--- src/rtl/dbus_pkg.sv ---
// Shared types and helpers for the per-core data-bus adapter.
// Optional build macro: DBUS_ADAPTER_MISALIGN_TRAP_EN (see dbus_core_adapter).
package dbus_pkg;

    typedef enum logic [3:0] {
        OP_LB  = 4'd0,
        OP_LH  = 4'd1,
        OP_LW  = 4'd2,
        OP_LR  = 4'd3,
        OP_LBU = 4'd4,
        OP_LHU = 4'd5,
        OP_SB  = 4'd8,
        OP_SH  = 4'd9,
        OP_SW  = 4'd10,
        OP_SC  = 4'd11
    } dbus_op_e;

    typedef enum logic [2:0] {
        S_IDLE,
        S_ISSUE,
        S_WAIT_HI,
        S_WAIT_LO,
        S_RESP
    } dbus_state_e;

    localparam logic [3:0] WSTRB_B = 4'b0001;
    localparam logic [3:0] WSTRB_H = 4'b0011;
    localparam logic [3:0] WSTRB_W = 4'b1111;

    function automatic logic op_legal(logic [3:0] op);
        case (op)
            4'd0, 4'd1, 4'd2, 4'd3, 4'd4, 4'd5,
            4'd8, 4'd9, 4'd10, 4'd11: return 1'b1;
            default:                  return 1'b0;
        endcase
    endfunction

    function automatic logic op_misaligned(logic [3:0] op, logic [1:0] lo);
        case (op)
            OP_LH, OP_LHU, OP_SH:       return lo[0];
            OP_LW, OP_SW, OP_LR, OP_SC: return |lo;
            default:                    return 1'b0;
        endcase
    endfunction

    // Forces the offset bits a half/word access cannot use to zero.
    function automatic logic [31:0] align_addr(logic [3:0] op, logic [31:0] a);
        case (op)
            OP_LH, OP_LHU, OP_SH:       return {a[31:1], 1'b0};
            OP_LW, OP_SW, OP_LR, OP_SC: return {a[31:2], 2'b00};
            default:                    return a;
        endcase
    endfunction

endpackage

--- src/rtl/dbus_lane_align.sv ---
// Combinational lane unit: store replication/strobes toward the bus and
// load byte/half extraction with sign/zero extension back to the core.
module dbus_lane_align
    import dbus_pkg::*;
(
    input  dbus_op_e    op_i,
    input  logic [1:0]  addr_lo_i,
    input  logic [31:0] wdata_i,
    input  logic [31:0] rdata_i,
    output logic [31:0] wdata_o,
    output logic [3:0]  wstrb_o,
    output logic [31:0] rdata_o
);
    logic [7:0]  byte_sel;
    logic [15:0] half_sel;

    always_comb begin
        case (addr_lo_i)
            2'd0:    byte_sel = rdata_i[7:0];
            2'd1:    byte_sel = rdata_i[15:8];
            2'd2:    byte_sel = rdata_i[23:16];
            default: byte_sel = rdata_i[31:24];
        endcase
        half_sel = addr_lo_i[1] ? rdata_i[31:16] : rdata_i[15:0];
    end

    always_comb begin
        wdata_o = 32'd0;
        wstrb_o = 4'd0;
        rdata_o = 32'd0;
        case (op_i)
            OP_SB: begin
                wdata_o = {4{wdata_i[7:0]}};
                wstrb_o = WSTRB_B << addr_lo_i;
            end
            OP_SH: begin
                wdata_o = {2{wdata_i[15:0]}};
                wstrb_o = addr_lo_i[1] ? {WSTRB_H[1:0], 2'b00} : WSTRB_H;
            end
            OP_SW: begin
                wdata_o = wdata_i;
                wstrb_o = WSTRB_W;
            end
            // SC status word comes back untouched: 0 success, 1 failure
            OP_SC: begin
                wdata_o = wdata_i;
                wstrb_o = WSTRB_W;
                rdata_o = rdata_i;
            end
            OP_LB:         rdata_o = {{24{byte_sel[7]}}, byte_sel};
            OP_LBU:        rdata_o = {24'd0, byte_sel};
            OP_LH:         rdata_o = {{16{half_sel[15]}}, half_sel};
            OP_LHU:        rdata_o = {16'd0, half_sel};
            OP_LW, OP_LR:  rdata_o = rdata_i;
            default: ;
        endcase
    end

endmodule

--- src/rtl/dbus_core_adapter.sv ---
// Per-core front end to the shared data-bus arbiter: one request in flight,
// single-cycle bus pulse, stall tracking, extended response. Optional macro:
// DBUS_ADAPTER_MISALIGN_TRAP_EN rejects misaligned half/word accesses.
module dbus_core_adapter
    import dbus_pkg::*;
#(
    parameter int unsigned STALL_LIMIT = 1023
) (
    input  logic        clk_i,
    input  logic        rst_i,
    input  logic        req_valid_i,
    output logic        req_ready_o,
    input  logic [3:0]  req_op_i,
    input  logic [31:0] req_addr_i,
    input  logic [31:0] req_wdata_i,
    output logic        resp_valid_o,
    input  logic        resp_ready_i,
    output logic [31:0] resp_rdata_o,
    output logic        resp_err_o,
    output logic        dbus_re_o,
    output logic        dbus_we_o,
    output logic        dbus_is_lr_o,
    output logic        dbus_is_sc_o,
    output logic [31:0] dbus_addr_o,
    output logic [31:0] dbus_wdata_o,
    output logic [3:0]  dbus_wstrb_o,
    input  logic [31:0] dbus_rdata_i,
    input  logic        dbus_stall_i,
    output logic        hang_o
);
    dbus_state_e state_q, state_d;
    dbus_op_e    op_q, op_d;
    logic [31:0] addr_q, addr_d;
    logic [31:0] wdata_q, wdata_d;
    logic [31:0] rdata_q, rdata_d;
    logic        err_q, err_d;
    logic [31:0] wd_q, wd_d;
    logic        hang_q, hang_d;

    logic [31:0] al_wdata, al_rdata;
    logic [3:0]  al_wstrb;
    logic        req_bad;

    dbus_lane_align u_align (
        .op_i      (op_q),
        .addr_lo_i (addr_q[1:0]),
        .wdata_i   (wdata_q),
        .rdata_i   (dbus_rdata_i),
        .wdata_o   (al_wdata),
        .wstrb_o   (al_wstrb),
        .rdata_o   (al_rdata)
    );

    // A zero word address is the bus's "no request" encoding, so it is never issued.
`ifdef DBUS_ADAPTER_MISALIGN_TRAP_EN
    assign req_bad = (req_addr_i[31:2] == 30'd0) || !op_legal(req_op_i)
                     || op_misaligned(req_op_i, req_addr_i[1:0]);
`else
    assign req_bad = (req_addr_i[31:2] == 30'd0) || !op_legal(req_op_i);
`endif

    always_comb begin
        state_d      = state_q;
        op_d         = op_q;
        addr_d       = addr_q;
        wdata_d      = wdata_q;
        rdata_d      = rdata_q;
        err_d        = err_q;
        req_ready_o  = 1'b0;
        resp_valid_o = 1'b0;
        resp_err_o   = 1'b0;
        resp_rdata_o = 32'd0;
        dbus_re_o    = 1'b0;
        dbus_we_o    = 1'b0;
        dbus_is_lr_o = 1'b0;
        dbus_is_sc_o = 1'b0;
        dbus_addr_o  = 32'd0;
        dbus_wdata_o = 32'd0;
        dbus_wstrb_o = 4'd0;
        case (state_q)
            S_IDLE: begin
                req_ready_o = 1'b1;
                if (req_valid_i) begin
                    op_d    = dbus_op_e'(req_op_i);
`ifdef DBUS_ADAPTER_MISALIGN_TRAP_EN
                    addr_d  = req_addr_i;
`else
                    addr_d  = align_addr(req_op_i, req_addr_i);
`endif
                    wdata_d = req_wdata_i;
                    rdata_d = 32'd0;
                    err_d   = req_bad;
                    state_d = req_bad ? S_RESP : S_ISSUE;
                end
            end
            S_ISSUE: begin
                dbus_addr_o  = {addr_q[31:2], 2'b00};
                dbus_re_o    = !op_q[3];
                dbus_we_o    = op_q[3];
                dbus_is_lr_o = (op_q == OP_LR);
                dbus_is_sc_o = (op_q == OP_SC);
                dbus_wdata_o = al_wdata;
                dbus_wstrb_o = al_wstrb;
                state_d      = S_WAIT_HI;
            end
            S_WAIT_HI: if (dbus_stall_i) state_d = S_WAIT_LO;
            S_WAIT_LO: begin
                if (!dbus_stall_i) begin
                    rdata_d = al_rdata;
                    state_d = S_RESP;
                end
            end
            S_RESP: begin
                resp_valid_o = 1'b1;
                resp_err_o   = err_q;
                resp_rdata_o = rdata_q;
                if (resp_ready_i) state_d = S_IDLE;
            end
            default: state_d = S_IDLE;
        endcase
    end

    // Stall watchdog: purely observational, never alters the FSM.
    always_comb begin
        wd_d   = wd_q;
        hang_d = hang_q || (STALL_LIMIT != 0 && wd_q == STALL_LIMIT);
        if (state_q == S_IDLE)
            wd_d = 32'd0;
        else if ((state_q == S_WAIT_HI || state_q == S_WAIT_LO) && wd_q < STALL_LIMIT)
            wd_d = wd_q + 32'd1;
    end

    assign hang_o = hang_q;

    always_ff @(posedge clk_i or posedge rst_i) begin
        if (rst_i) begin
            state_q <= S_IDLE;
            op_q    <= OP_LB;
            addr_q  <= 32'd0;
            wdata_q <= 32'd0;
            rdata_q <= 32'd0;
            err_q   <= 1'b0;
            wd_q    <= 32'd0;
            hang_q  <= 1'b0;
        end else begin
            state_q <= state_d;
            op_q    <= op_d;
            addr_q  <= addr_d;
            wdata_q <= wdata_d;
            rdata_q <= rdata_d;
            err_q   <= err_d;
            wd_q    <= wd_d;
            hang_q  <= hang_d;
        end
    end

endmodule

--- config.mk ---
export PLATFORM = sky130hd
export DESIGN_NAME = dbus_core_adapter
export DESIGN_NICKNAME = d
export VERILOG_FILES = /design/src/rtl/dbus_pkg.sv /design/src/rtl/dbus_lane_align.sv /design/src/rtl/dbus_core_adapter.sv
export SDC_FILE = /design/constraint.sdc
export NUM_CORES = 1
export LEC_CHECK = 0
export CAP_MARGIN = 40
export CORE_ASPECT_RATIO = 0.8
export CORE_MARGIN = 10
export CORE_UTILIZATION = 30
export DETAILED_ROUTE_END_ITERATION = 8
export PLACE_DENSITY_LB_ADDON = 0.05
export SLEW_MARGIN = 20
export SYNTH_ARGS = -nofsm -noshare
export SYNTH_HDL_FRONTEND = slang
export SYNTH_SLANG_ARGS = --single-unit
--- constraint.sdc ---
create_clock -name clk_i -period 8.2 [get_ports clk_i]
set_input_delay 2.46 -clock clk_i [delete_from_list [all_inputs] [get_ports clk_i]]
set_output_delay 2.46 -clock clk_i [all_outputs]
set_load 0.03 [all_outputs]
==> results_dict.tcl <==
set metrics [dict create \
    synthCells 810 \
    numCtsBuffers 17 \
    rsz0062_at_grt "no" \
    critPathBufInv 2 \
    r2r_slack_ns 5.40 \
    p_leak_nw 4.58 \
    drtIter0Drc 314 \
    ys_seq_elements 137 \
    end_kind "output pin" \
    internal_power_mw 1.85 \
    grtUsageTotal_pct 15.9 \
    die_w_um 191 \
    power_mw 3.14 \
    drive_gt1_share_pct 7.14 \
    clock_power_share_pct 24.3 \
    ys_warn_count 0 \
    gp_congestion 0.766 \
    synth_ff_type "dfrtp_1" \
    cts_hold_buf 0 \
    synthTopCellsByArea "dfrtp_1, nand2_1, and2_1" \
    fin_crit_ns 5.58 \
    finalMaxSlewViolations 0 \
    clock_path_buffers 2 \
    rows 49 \
    drc 0 \
    crit_path_max_incr_delay_ns 0.69 \
    crit_cells 5 \
    max-vdd-ir-drop_v 0.000167 \
    yosysUniqueCellTypes 46 \
    instances_no_fill 1317 \
    post_dp_cell_area_um2 9360 \
    cts.sinks 137 \
    utilization_pct 44.0 \
    nNetsFinal 1101 \
    grt_pass1_wl_um 37500 \
    antenna_found_initial 4 \
    critPathTopFamily "simple AND/OR/NAND/NOR gates" \
    critPathMaxFanout 42 \
    dp_cells 1280 \
    max_slew.worst_pin.slew_ns 0.784 \
    fin_hold_ws_ns 0.465 \
    n_fill_cell 2242 \
    criticalPathCategory "reg2out" \
    hp-class "reg2reg" \
    seqPwrFrac_pct 35.3 \
    setup_tns_ns 0 \
    detail-route-antenna-nets 0 \
    pin_count 213 \
    reg2reg_depth 6 \
    die_area_um2 29800 \
    crit_path_start_kind "register" \
    fin_ws_ns 2.62 \
    cp.required_ns 5.74 \
    synthToLayoutAreaGrowth_pct 43.0 \
    first_global_vias 6348 \
    p_sw_share_pct 41.2 \
    htree_levels 4 \
    async_flop_share_pct 100 \
    cts_tree "done" \
    cts_setup_buffers 0 \
    finalSetupViolCount 0 \
    dpl_worst_slack_ns 3.00 \
    drt-pass1-iter-count 5 \
    core_um2 22700 \
    skew_ns 0.0151 \
    yosys.area.top_type "dfrtp_1" \
    synth_common_cells "nand2_1, dfrtp_1, and2_1" \
    clkLatencyLatePin_ns 0.42 \
    clk_pin_slew_worst_paths_ns 0.07 \
    initial_core_util_pct 30.8 \
    outcome "finished clean" \
    p_comb_share_pct 40.4 \
    cap_viol_max_count 0 \
    finalHoldViolCount 0 \
    cts_resized 0 \
    port_buffers 210 \
    num_vias 6260 \
    synth_edf_count 0 \
    clock.fmax_mhz 179 \
    wl_um 24000 \
    p_sw_mw 1.29 \
    syn_area_per_cell_um2 8.62 \
    holdPathStages 2 \
    syn-cell-area_um2 6990 \
    stdcell_area_um2 9990 \
    power_per_cell_area_nw_per_um2 314 \
    synth_top_area_share_pct 49.1 \
    synth_most_common_cell "nand2_1" \
    routed_via_density 4.75 \
    overflow 0 \
    crit_chain "buf_4 > or3b_2 > nor3b_1 > and2_1 > clkdlybuf4s50_1" \
    dp_hpwl_um 17200 \
    relSlewSlack_pct 47.7 \
    wl_per_cell_um 18.2 \
    slowest_stage "clkdlybuf4s50_1" \
    ys_seq_area_share_pct 49.1 \
    period_share_pct 68.0 \
    grt_max_degree 76 \
    crit_arrival_ns 3.12 \
    die_y_um 156 \
    root_buffer "clkbuf_16" \
]
[final timing paths]
check,startpoint,end
max,state_q[2],dbus_wdata_o[1]
min,addr_q[15],addr_q[15]
max reg2reg,op_q[1],rdata_q[26]
min reg2reg,addr_q[15],addr_q[15]
max in group asynchronous,rst_i,rdata_q[18]
min in group asynchronous,rst_i,addr_q[25]
[worst min-delay path, delay by kind of cell, from the launching register on]
family           cells  cell delay, ns
DFF                  1            0.33
and+or+nand+nor      2            0.10
[placed cells by master, fill, tap and decap left out, types with 8 or more instances in the layout]
cell type / instances
o21ai_0: 42
dfrtp_1: 137
a21oi_1: 50
buf_4: 8
nand2_1: 248
mux4_2: 8
a22oi_1: 10
and2_1: 62
clkdlybuf4s50_1: 210
and3_1: 35
mux2i_1: 18
nor4_1: 10
clkbuf_16: 17
nor2_1: 41
a21o_1: 11
[power by group through the flow]
stage,logic [mW],registers [mW],clock network [mW]
2_1_floorplan,0.908,1.03,0
3_3_place_gp,1.24,1.14,0
3_5_place_dp,1.25,1.15,0
4_1_cts,1.25,1.14,0.790
5_1_grt,1.42,1.15,0.820
6_report,1.27,1.11,0.762
[flip-flops by register name, summed over array words and instances (netlist names)]
name and flops:
state_q 3, wdata_q 32, wd_q 32, hang_o 1, err_q 1, addr_q 32, rdata_q 32, op_q 4
[cells by family after synthesis]
logic type      count (synthesis)  share of synthesized area [%]
simple gates                  445                           30.1
flops                         137                           49.1
compound gates                131                           11.2
buf+inv                        67                           3.98
mux                            28                           5.48
fa+ha+maj                       1                          0.179
other cells                     1                         0.0537
[cell type report]
cell class | instances | area [um2] | share of cell area (%)
clock buffer | 19 | 453 | 4.53
inverter | 9 | 38.8 | 0.388
timing repair buffer | 223 | 2250 | 22.5
clock inverter | 13 | 135 | 1.35
antenna | 3 | 7.51 | 0.0752
tap | 306 | 383 | 3.83
multi-input combinational | 607 | 3290 | 33.0
sequential | 137 | 3430 | 34.3
[layer usage]
| metal | track usage (%) | vias to the layer above | share of wire [%] |
|---|---|---|---|
| li1 | - | 3103 | - |
| met1 | 21.3 | 2949 | 46 |
| met2 | 23.3 | 187 | 44 |
| met3 | 6.42 | 19 | 9.0 |
| met4 | 4.23 | 2 | 0.98 |
| met5 | 0 | - | 0.054 |
Note: power is estimated with default switching activity, not from simulation.
